`src/rtl/xc_malu_pmul_seq.sv`:
```
// xc_malu_pmul_seq: multi-cycle sequencer and lane-segmented packed adder for
// packed multiply (pmul / pmulh). Owns acc, arg_0 and count; the step logic
// downstream computes the next values and says when the lane width is reached.
//
// Optional build macro: XC_MALU_PMUL_SEQ_FAST_DONE_EN
//   defined   : no DONE state, op_ready is raised combinationally in the
//               finishing cycle (latency W+1; a bad op_pw answers in IDLE).
//   undefined : result is registered and presented from a DONE cycle (W+2).
//
// state | meaning
// ------+------------------------------------------------------------
// IDLE  | waiting for op_valid; latches operands on a legal op_pw
// RUN   | one step per cycle until st_ready, abort when op_valid drops
// DONE  | op_ready pulse with the registered result (default build)

module xc_malu_pmul_seq (
    input  logic        clock,
    input  logic        reset,
    input  logic        op_valid,
    input  logic        op_high,
    input  logic        op_carryless,
    input  logic [3:0]  op_pw,
    input  logic [31:0] op_rs1,
    input  logic [31:0] op_rs2,
    output logic        op_ready,
    output logic [31:0] op_rd,
    output logic [5:0]  st_count,
    output logic [63:0] st_acc,
    output logic [31:0] st_arg_0,
    output logic [3:0]  st_pw,
    output logic [31:0] st_rs1,
    output logic        st_carryless,
    input  logic [31:0] padd_lhs,
    input  logic [31:0] padd_rhs,
    input  logic        padd_sub,
    input  logic        padd_cen,
    output logic [31:0] padd_result,
    output logic [31:0] padd_cout,
    input  logic [63:0] st_n_acc,
    input  logic [31:0] st_n_arg_0,
    input  logic [63:0] st_result,
    input  logic        st_ready
);

`ifdef XC_MALU_PMUL_SEQ_FAST_DONE_EN
    typedef enum logic [1:0] {IDLE, RUN} state_t;
`else
    typedef enum logic [1:0] {IDLE, RUN, DONE} state_t;
`endif

    state_t      state_q;
    state_t      state_d;

    logic [63:0] acc_q;
    logic [31:0] arg_0_q;
    logic [5:0]  count_q;
    logic [31:0] rs1_q;
    logic [3:0]  pw_q;
    logic        carryless_q;
    logic        high_q;
    logic [31:0] rd_q;

    logic        pw_ok;
    logic        start;
    logic        step;
    logic        rd_we;
    logic [31:0] rd_d;
    logic [31:0] res_sel;

    logic [31:0] lane_start;
    logic [31:0] rhs_x;
    logic        carry;
    logic        cin;

    assign st_count     = count_q;
    assign st_acc       = acc_q;
    assign st_arg_0     = arg_0_q;
    assign st_pw        = pw_q;
    assign st_rs1       = rs1_q;
    assign st_carryless = carryless_q;

    // legal lane width: exactly one of the four pw bits set
    assign pw_ok   = (op_pw != 4'b0000) && ((op_pw & (op_pw - 4'd1)) == 4'b0000);
    assign res_sel = high_q ? st_result[63:32] : st_result[31:0];

    // state register
    always_ff @(posedge clock or posedge reset) begin
        if (reset) begin
            state_q <= IDLE;
        end else begin
            state_q <= state_d;
        end
    end

    // next-state and handshake outputs
    always_comb begin
        state_d  = state_q;
        start    = 1'b0;
        step     = 1'b0;
        rd_we    = 1'b0;
        rd_d     = 32'h0;
        op_ready = 1'b0;
        op_rd    = rd_q;
        case (state_q)
            IDLE: begin
                if (op_valid) begin
                    if (pw_ok) begin
                        start   = 1'b1;
                        state_d = RUN;
                    end else begin
                        rd_we = 1'b1;
                        rd_d  = 32'h0;
`ifdef XC_MALU_PMUL_SEQ_FAST_DONE_EN
                        op_ready = 1'b1;
                        op_rd    = 32'h0;
`else
                        state_d  = DONE;
`endif
                    end
                end
            end
            RUN: begin
                if (!op_valid) begin
                    state_d = IDLE;
                end else if (st_ready) begin
                    rd_we = 1'b1;
                    rd_d  = res_sel;
`ifdef XC_MALU_PMUL_SEQ_FAST_DONE_EN
                    op_ready = 1'b1;
                    op_rd    = res_sel;
                    state_d  = IDLE;
`else
                    state_d  = DONE;
`endif
                end else begin
                    step = 1'b1;
                end
            end
`ifdef XC_MALU_PMUL_SEQ_FAST_DONE_EN
`else
            DONE: begin
                op_ready = 1'b1;
                state_d  = IDLE;
            end
`endif
            default: begin
                state_d = IDLE;
            end
        endcase
    end

    // operand latches, iteration state and result register
    always_ff @(posedge clock or posedge reset) begin
        if (reset) begin
            acc_q       <= 64'h0;
            arg_0_q     <= 32'h0;
            count_q     <= 6'd0;
            rs1_q       <= 32'h0;
            pw_q        <= 4'b0000;
            carryless_q <= 1'b0;
            high_q      <= 1'b0;
            rd_q        <= 32'h0;
        end else begin
            if (start) begin
                rs1_q       <= op_rs1;
                pw_q        <= op_pw;
                carryless_q <= op_carryless;
                high_q      <= op_high;
                acc_q       <= 64'h0;
                arg_0_q     <= op_rs2;
                count_q     <= 6'd0;
            end else if (step) begin
                acc_q   <= st_n_acc;
                arg_0_q <= st_n_arg_0;
                count_q <= count_q + 6'd1;
            end
            if (rd_we) begin
                rd_q <= rd_d;
            end
        end
    end

    // bit positions that start a lane and so take padd_sub as carry-in;
    // an unset pw (only seen straight after reset) behaves as one 32-bit lane
    always_comb begin
        case (pw_q)
            4'b0001: lane_start = 32'h5555_5555;
            4'b0010: lane_start = 32'h1111_1111;
            4'b0100: lane_start = 32'h0101_0101;
            4'b1000: lane_start = 32'h0001_0001;
            default: lane_start = 32'h0000_0001;
        endcase
    end

    // lane-segmented ripple adder; carry-less mode degenerates to XOR
    always_comb begin
        padd_result = 32'h0;
        padd_cout   = 32'h0;
        carry       = 1'b0;
        cin         = 1'b0;
        rhs_x       = padd_rhs ^ {32{padd_sub}};
        for (int i = 0; i < 32; i++) begin
            cin            = lane_start[i] ? padd_sub : carry;
            padd_result[i] = padd_lhs[i] ^ rhs_x[i] ^ cin;
            carry          = (padd_lhs[i] & rhs_x[i]) | (cin & (padd_lhs[i] ^ rhs_x[i]));
            padd_cout[i]   = carry;
        end
        if (!padd_cen) begin
            padd_result = padd_lhs ^ padd_rhs;
            padd_cout   = 32'h0;
        end
    end

endmodule

```
`config.mk`:
```
export PLATFORM = sky130hd
export DESIGN_NAME = xc_malu_pmul_seq
export DESIGN_NICKNAME = d
export VERILOG_FILES = /design/src/rtl/xc_malu_pmul_seq.sv
export SDC_FILE = /design/constraint.sdc
export NUM_CORES = 1
export LEC_CHECK = 0
export ABC_CLOCK_PERIOD_IN_PS = 68200
export CELL_PAD_IN_SITES_DETAIL_PLACEMENT = 1
export CELL_PAD_IN_SITES_GLOBAL_PLACEMENT = 2
export CORE_AREA = 2 2 208 210
export CTS_CLUSTER_SIZE = 24
export DETAILED_ROUTE_END_ITERATION = 6
export DIE_AREA = 0 0 210 212
export PLACE_DENSITY = 0.93
export SYNTH_ARGS = -nofsm -noshare
export SYNTH_HDL_FRONTEND = slang
export SYNTH_SLANG_ARGS = --single-unit
export TNS_END_PERCENT = 10
```
`constraint.sdc`:
```
create_clock -name clock -period 68.2 [get_ports clock]
set_input_delay 20.46 -clock clock [delete_from_list [all_inputs] [get_ports clock]]
set_output_delay 20.46 -clock clock [all_outputs]
set_load 0.01 [all_outputs]
```
==> results of run 1 <==
-- layout by cell type, fill, tap and decap left out, types with 3 or more instances in the layout --
cell	count
a21o_1	7
a21oi_1	97
nor2_1	39
clkinv_4	3
buf_4	10
dfrtp_1	173
mux2i_1	35
o21ai_0	8
mux2_1	12
inv_6	3
clkdlybuf4s50_1	533
clkbuf_16	17
xor2_1	39
nand2_1	138
o2bb2ai_1	32
fa_1	31
mux2_2	90
xnor2_1	33
nor2b_1	33
inv_1	36
-- layer usage --
metal | up-vias | share of wire (%)
li1 | 3946 | -
met1 | 4269 | 37
met2 | 350 | 51
met3 | 58 | 8.0
met4 | 0 | 3.7
met5 | - | 0
-- area by class of cell --
cell class	count	area share, %
Tap cell	546	4.31
Antenna cell	2	0.0316
Clock inverter	11	0.836
Clock buffer	20	2.88
Inverter	37	0.907
Multi-Input combinational cell	616	29.4
Timing Repair Buffer	545	34.2
Sequential cell	174	27.5
-- report_power, final --
group	internal (uW)	switching (uW)	leakage [uW]	total [uW]
clock	56.2	44.9	0.000289	101
combinational	102	70.9	0.00393	173
sequential	125	18.2	0.00226	144
total	283	134	0.00648	418
-- cells by family (layout without fill, tap and decap cells) --
kind of cell,after synthesis,count (layout)
AO/OA/AOI/OAI,147,147
XOR/XNOR,72,72
adder cells (fa/ha/maj),33,33
buffers and inverters,97,613
flip-flops,174,174
multiplexers,137,137
other,0,2
AND/OR/NAND/NOR,227,227
-- cells in the mapped netlist (7+ instances only) --
library cell	instances	area share, %
buf_4	8	0.64
o21ai_0	8	0.43
inv_1	37	1.5
a21o_1	7	0.56
nor2_1	39	1.6
buf_2	16	0.85
nor2b_1	33	2.2
dfrtp_1	174	46
xnor2_1	33	3.1
nand2_1	138	5.5
mux2_1	12	1.4
mux2i_1	35	3.7
a21oi_1	97	5.2
xor2_1	39	3.6
clkbuf_1	35	1.4
mux2_2	90	11
fa_1	31	6.6
o2bb2ai_1	32	3.0
-- stage by stage --
step	hold slack, ns	area (sq um)	instances
global route	0.510	15900	1950
global placement	0.470	15300	1918
detailed placement	0.474	15300	1918
CTS	0.496	15900	1949
finish	0.491	15900	1951
floorplan	0.522	9420	887
-- path summary, 6_finish.rpt --
check	endpoint	slack [ns]	cells after the start
worst max-delay path	padd_cout[31]	9.43	59
worst min register to register	op_rd[16]	0.49	1
max in group asynchronous	high_q	46.49	3
worst max register to register	st_arg_0[8]	65.38	4
worst min-delay path	op_rd[16]	0.49	1
min in group asynchronous	st_acc[20]	20.35	2
-- state kept, by name, summed over array words and instances (netlist names) --
register / count
high_q: 1
st_acc: 64
st_arg_0: 32
st_carryless: 1
op_rd: 32
st_count: 6
st_pw: 4
state_q: 2
st_rs1: 32
-- critical path: cells and delay by family --
family / cells / cell delay [ns]
buffers and inverters: 7 / 1.44
multiplexers: 3 / 0.41
adder cells (fa/ha/maj): 31 / 13.46
AO/OA/AOI/OAI: 13 / 1.93
AND/OR/NAND/NOR: 5 / 0.62
==> results.tsv, run 1 <==
stage	metric	value	unit
critical_path	CP max stage cell	clkdlybuf4s50_1	
timing	Setup TNS Final	0	ns
grt	Tot GR Track Use	16.7	%
timing	Slew @ Worst Pin	1.03	ns
clocking	CTS Root Cell	clkbuf_16	
critical_path	critical path's most frequent cell	fa_1	
grt	met2 global-route usage	29.3	%
yosys	predominant post-synthesis flop cell	dfrtp_1	
yosys	Async S/R FF share, synth	100	%
job	max cap viols	0	
status	status	complete, no violations	
finish	Layout area overhead	68.4	%
grt	initial antenna violation count	1	
finish	layout filler cell count	4790	
clocking	CTS resizes	0	
finish	FF/Latch Area	4360	sq um
clocking	hold_buf cts	0	
die	row count	76	
grt	Top Usage Layer GRT	met2	
worst_hold_path	Hold Path Class	flip-flop to flip-flop	
finish	ratio of cells with drive above 1 in the final layout	9.98	%
yosys	XOR/XNOR Fraction of Synth Area	6.70	%
drt	Antenna Nets Post-Route	0	
critical_path	crit path from	padd_sub	
timing	Max Fclk	17.0	MHz
die	I/O pin count	536	
die	die width	210	um
yosys	Synth Area in Adders	6.83	%
timing	Max Slew Vio Count	0	
place	Place WS	9.28	ns
yosys	Synth Area in Compound Gates	9.38	%
clocking	Setup Buffers After CTS	0	
critical_path	WP data arrival	38.31	ns
drt	vias	8623	
yosys	synthesized cell area	9420	sq um
timing	clk_skew	0.00657	ns
grt	grt met1 use	18.0	%
finish	fin nets	1723	
yosys	Gate Count Post-Synth	887	
grt	met3 usage	5.91	%
pwr	total power	418	uW
drt	via/cell ratio	4.42	
clocking	CTS clk-pin slew, worst paths	0.07	ns
drt	DRT Pass-1 Iters	4	
timing	RSZ-0062 raised after global routing	no	
grt	number of global-route vias before repair	9505	
clocking	CTS tree	built	
pwr	Static Leak	0.00648	uW
critical_path	kind of critical path	input pin to primary output	
place	GP Congestion	0.790	
clocking	CTS buffer count	17	
place	Port-buffer cells	535	
pwr	Pwr Density	26.3	nW/um^2
die	Die Height	212	um
timing	Rel. slew slack	31.0	%
worst_hold_path	Hold Startpoint	op_rd[16]	
critical_path	RR Startpoint	state_q[1]	
timing	final setup margin	9.43	ns
yosys	synth warn	0	
yosys	syn nets	1219	
clocking	H-tree Lvls	4	
yosys	EDFF count, synth	0	
drt	total wire length	37600	um
place	estimated wirelength of the detail-placed design	29100	um
drt	initial drt markers	269	
finish	multi-input logic area	4660	sq um
timing	fin crit period	58.77	ns
grt	first-pass GRT wire length	56100	um
grt	grt ovf	0	
timing	setup violators final	0	
clocking	clock buffer depth	2	
die	Die Area	44500	sq um
yosys	main combinational cell family by area after synthesis	multiplexers	
die	Core Region	42500	sq um
yosys	mean post-synth cell area	10.6	sq um
timing	Final period util	86.2	%
drt	# DRC	0	
yosys	sequential area share after synthesis	46.2	%
grt	largest net degree at the start of global routing	95	
die	starting density of the core	22.2	%
yosys	Distinct cells, synth	35	
critical_path	Slowest Stage Delay on Critical Path	0.57	ns
timing	Hold Violations, Final	0	
drt	WL per Instance	19.3	um
pwr	maximum vdd drop	0.0000189	V
clocking	clock latency on the worst-skew pair	0.45	ns
clocking	clk sinks	174	
critical_path	Worst Path Required	47.74	ns
yosys	mux share of post-synthesis cell area	15.9	%
critical_path	crit start category	input pin	
critical_path	Setup crit end kind	primary output	
finish	final core utilization	37.3	%
critical_path	peak fanout along the critical path	37	
yosys	Yosys reg bits	174	
yosys	Post-Synth Simple-Gate Area	10.6	%
No activity file was read; power rests on OpenSTA's default activity.
==> inputs of run 2 (changes only) <==
ABC_CLOCK_PERIOD_IN_PS = 67900   (was 68200)
clock period = 67.9 ns   (was 68.2 ns; I/O delays follow)
==> run 2 against run 1 <==
  * Cell count about the same
  * Core utilization down 0.056 points
  * Clock skew down 0.00052 ns
  * Non-clock buffer count unchanged
  * Global-route usage up 0.13 points
  * Hold slack about the same
  * First-iteration DRC count down 3.7%
  * Routed wire length up 0.27%
  * Register-to-register slack worse by 0.27 ns
  * Sequential cell count unchanged
  * Via count down 0.42%
  * Sequential share of layout area about the same
  * Critical path type unchanged
  * Largest cell class unchanged
==> results.tsv, run 2 (synthesis gave the netlist of run 1 again) <==
stage	metric	value	unit
status	status	complete, no violations	
grt	number of global-route vias before repair	9617	
finish	Layout area overhead	68.1	%
pwr	Clk network pwr share	23.7	%
clocking	H-tree Lvls	4	
timing	Hold Violations, Final	0	
clocking	CTS buffer count	17	
critical_path	Setup crit end kind	primary output	
clocking	CTS tree	built	
drt	initial drt markers	259	
critical_path	critical path's most frequent cell	fa_1	
timing	Rel. slew slack	31.9	%
pwr	Static Leak	0.00647	uW
pwr	Pwr Density	26.3	nW/um^2
timing	RSZ-0062 raised after global routing	no	
finish	final core utilization	37.3	%
drt	total wire length	37700	um
clocking	Setup Buffers After CTS	0	
pwr	Comb power frac	41.7	%
die	I/O pin count	536	
clocking	CTS Root Cell	clkbuf_16	
job	max cap viols	0	
grt	grt ovf	0	
clocking	clock buffer depth	2	
drt	via/cell ratio	4.40	
clocking	hold_buf cts	0	
place	GP Congestion	0.790	
critical_path	Slowest Stage Delay on Critical Path	0.57	ns
finish	fin nets	1723	
grt	largest net degree at the start of global routing	95	
pwr	internal power	281	uW
finish	multi-input logic area	4660	sq um
die	starting density of the core	22.2	%
critical_path	CP max stage cell	clkdlybuf4s50_1	
pwr	sw frac	32.6	%
grt	initial antenna violation count	0	
grt	Tot GR Track Use	16.8	%
timing	Max Fclk	17.1	MHz
place	Place WS	9.08	ns
timing	Max Slew Vio Count	0	
timing	Final period util	86.4	%
drt	# DRC	0	
pwr	part of the power in registers	34.6	%
finish	most common cell after layout, fill and taps aside	clkdlybuf4s50_1	
finish	max reg flops	64	
critical_path	WP data arrival	38.27	ns
die	Die Area	44500	sq um
worst_hold_path	Hold Path Class	flip-flop to flip-flop	
grt	first-pass GRT wire length	56600	um
critical_path	Worst Path Required	47.53	ns
clocking	clk sinks	174	
pwr	P_sw	136	uW
timing	setup violators final	0	
finish	ratio of cells with drive above 1 in the final layout	10.0	%
critical_path	crit start category	input pin	
clocking	CTS resizes	0	
critical_path	peak fanout along the critical path	37	
finish	layout filler cell count	4819	
drt	vias	8587	
critical_path	r2r setup slk	65.11	ns
timing	Setup TNS Final	0	ns
drt	WL per Instance	19.4	um
clocking	clock latency on the worst-skew pair	0.45	ns
timing	clk_skew	0.00605	ns
drt	DRT Pass-1 Iters	4	
die	Core Region	42500	sq um
critical_path	kind of critical path	input pin to primary output	
timing	final setup margin	9.26	ns
timing	Slew @ Worst Pin	1.02	ns
die	die width	210	um
finish	FF/Latch Area	4360	sq um
drt	Antenna Nets Post-Route	0	
die	Die Height	212	um
pwr	maximum vdd drop	0.0000198	V
finish	most frequent cells in the layout	533 x clkdlybuf4s50_1, 173 x dfrtp_1, 138 x nand2_1	
place	Port-buffer cells	535	
finish	diodes inserted	0	
place	estimated wirelength of the detail-placed design	29100	um
clocking	CTS clk-pin slew, worst paths	0.07	ns
die	row count	76	
timing	fin crit period	58.64	ns
==> run 2: area by class of cell <==
cell class              count  area share [%]
repair buffers            545            34.2
multi-input cells         616            29.4
flip-flops and latches    174            27.5
well taps                 546            4.31
clock buffers              19            2.80
inverters                  37           0.909
clock inverters            13           0.806
==> run 2: final timing paths <==
path / from / cells past startpoint / end
setup / recovery: padd_sub / 59 / padd_cout[31]
hold / removal: op_rd[16] / 1 / op_rd[16]
setup reg to reg: state_q[1] / 4 / st_arg_0[8]
hold reg to reg: op_rd[16] / 1 / op_rd[16]
max in group asynchronous: reset / 3 / high_q
min in group asynchronous: reset / 2 / st_acc[23]
==> run 2: worst max-delay path, delay by kind of cell <==
kind | cells | cell delay, ns
simple gates | 5 | 0.62
buf+inv | 7 | 1.42
fa+ha+maj | 31 | 13.49
mux | 3 | 0.41
compound gates | 13 | 1.93
==> run 2: metal layers <==
metal	vias up	routed length (um)	global-route usage, %
met2	340	19500	30.2
met1	4254	14100	18.0
li1	3949	-	-
met3	44	3040	6.07
met5	-	0	0
met4	0	1070	6.53
==> run 2: power groups by stage <==
stage / Clock (uW) / Sequential [uW] / Combinational, uW
floorplan: 0 / 149 / 69.2
global placement: 0 / 144 / 171
detailed placement: 0 / 146 / 175
CTS: 103 / 145 / 176
global route: 106 / 147 / 186
finish: 98.7 / 144 / 174
==> run 2: metrics by stage <==
step / cell area [sq um] / hold slack, ns / power (uW) / cells
floorplan: 9420 / 0.522 / 219 / 887
global placement: 15300 / 0.470 / 315 / 1918
detailed placement: 15300 / 0.473 / 321 / 1918
CTS: 15800 / 0.494 / 424 / 1950
global route: 15800 / 0.512 / 440 / 1950
finish: 15800 / 0.490 / 416 / 1950
==> inputs of run 3 (changes only) <==
--- a/constraint.sdc
+++ b/constraint.sdc
@@ -3,2 +3,2 @@
 set_output_delay 20.37 -clock clock [all_outputs]
-set_load 0.01 [all_outputs]
+set_load 0.1 [all_outputs]
==> run 3 against run 2 <==
  * Combinational power grew 120%
  * Non-clock buffer count stayed put
  * Clock skew grew 0.0049 ns
  * Via count rose by 0.40%
  * Core utilization is essentially flat
  * Worst setup slack worse by 0.67 ns
  * Clock power grew 0.5%
  * Routed wire length is 0.55% lower
  * Sequential cell count unchanged
  * Clock-buffer cell count grew 1
  * Cell count unchanged
  * Design area hardly changed
  * Critical endpoint unchanged
  * Largest power group unchanged
==> results.tsv, run 3 (synthesis gave the netlist of run 1 again) <==
stage	metric	value	unit
status	status	complete, no violations	
finish	Layout area overhead	68.2	%
critical_path	crit start category	input pin	
worst_hold_path	Hold Startpoint	st_rs1[8]	
finish	most frequent cells in the layout	533 x clkdlybuf4s50_1, 173 x dfrtp_1, 138 x nand2_1	
die	starting density of the core	22.2	%
die	Die Area	44500	sq um
drt	WL per Instance	19.3	um
finish	ratio of cells with drive above 1 in the final layout	9.90	%
critical_path	kind of critical path	input pin to primary output	
timing	fin crit period	59.31	ns
grt	first-pass GRT wire length	55900	um
finish	Finished Cell Area	15800	sq um
timing	Slew @ Worst Pin	1.09	ns
finish	diodes inserted	0	
critical_path	Worst Path Required	47.53	ns
grt	largest net degree at the start of global routing	95	
place	GP Congestion	0.790	
timing	Hold Violations, Final	0	
timing	Rel. slew slack	27.4	%
drt	DRT Pass-1 Iters	4	
finish	fin nets	1723	
clocking	clock buffer depth	2	
timing	Max Fclk	16.9	MHz
timing	RSZ-0062 raised after global routing	no	
die	row count	76	
timing	Final period util	87.4	%
clocking	hold_buf cts	0	
drt	Antenna Nets Post-Route	0	
drt	initial drt markers	296	
finish	max reg flops	64	
clocking	Setup Buffers After CTS	0	
critical_path	Slowest Stage Delay on Critical Path	1.17	ns
place	Port-buffer cells	535	
place	estimated wirelength of the detail-placed design	29100	um
die	Core Region	42500	sq um
clocking	H-tree Lvls	4	
place	Post-Place Cells	1918	
pwr	maximum vdd drop	0.0000291	V
timing	clk_skew	0.0110	ns
pwr	Pwr Density	39.3	nW/um^2
timing	Setup TNS Final	0	ns
die	die width	210	um
drt	# DRC	0	
critical_path	RR Startpoint	state_q[1]	
clocking	CTS resizes	0	
timing	setup violators final	0	
job	max cap viols	0	
clocking	CTS clk-pin slew, worst paths	0.06	ns
clocking	clock latency on the worst-skew pair	0.46	ns
critical_path	crit path from	padd_sub	
critical_path	CP max stage cell	clkdlybuf4s50_1	
worst_hold_path	Hold Path Class	flip-flop to flip-flop	
grt	Tot GR Track Use	16.6	%
grt	initial antenna violation count	0	
critical_path	peak fanout along the critical path	37	
clocking	CTS Root Cell	clkbuf_16	
critical_path	critical path's most frequent cell	fa_1	
finish	most common cell after layout, fill and taps aside	clkdlybuf4s50_1	
clocking	CTS buffer count	17	
place	placed instance area	15300	sq um
pwr	Static Leak	0.00646	uW
drt	via/cell ratio	4.42	
grt	number of global-route vias before repair	9673	
critical_path	Setup crit end kind	primary output	
drt	vias	8621	
clocking	CTS tree	built	
finish	final instance count without filler cells	1950	
critical_path	WP data arrival	38.94	ns
grt	grt ovf	0	
critical_path	crit path buf inv count	7	
critical_path	Crit path max-delay family	adder cells	
die	Die Height	212	um
timing	Max Slew Vio Count	0	
clocking	clk sinks	174	
die	I/O pin count	536	
drt	total wire length	37500	um
run 3: cell count changes in the layout (fill, tap and decap cells not counted), sizes merged:
cell | before | now
bufinv | 1 | 2
clkinvlp | 1 | 3
clkbuf | 19 | 20
inv | 43 | 40
clkinv | 5 | 4
run 3: path summary, 6_finish.rpt:
path	endpoint	slack (ns)	cells after the start
worst min register to register	st_rs1[8]	0.49	1
worst max-delay path	padd_cout[31]	8.59	59
worst min-delay path	st_rs1[8]	0.49	1
max in group asynchronous	high_q	46.30	3
worst max register to register	st_arg_0[10]	65.15	4
min in group asynchronous	st_acc[14]	20.26	2
run 3: where the power goes:
part	internal [uW]	total, uW	switching, uW
clock network	54.5	99.2	44.7
logic	102	379	278
registers	126	144	18.0
run 3: cell type report:
cell class                 instances  area (sq um)
fill                            4789         26700
timing repair buffer             545          5420
multi-input combinational        616          4660
sequential                       174          4360
tap                              546           683
clock buffer                      20           437
inverter                          37           144
clock inverter                    12           136
run 3: layer usage:
metal / up-vias / wire (um) / track usage, %
met3: 56 / 3050 / 5.66
li1: 3946 / - / -
met1: 4274 / 13800 / 17.4
met2: 345 / 19200 / 29.7
met4: 0 / 1470 / 8.19
met5: - / 0 / 0
run 3: through the flow:
step | total power, uW | setup WS (ns) | util [%] | hold slack (ns)
floorplan | 423 | 9.88 | - | 0.643
global placement | 522 | 8.85 | 35.9 | 0.470
detailed placement | 527 | 8.49 | 35.9 | 0.473
CTS | 630 | 8.46 | 37.3 | 0.494
global route | 646 | 7.71 | 37.3 | 0.510
finish | 622 | 8.59 | 37.3 | 0.489
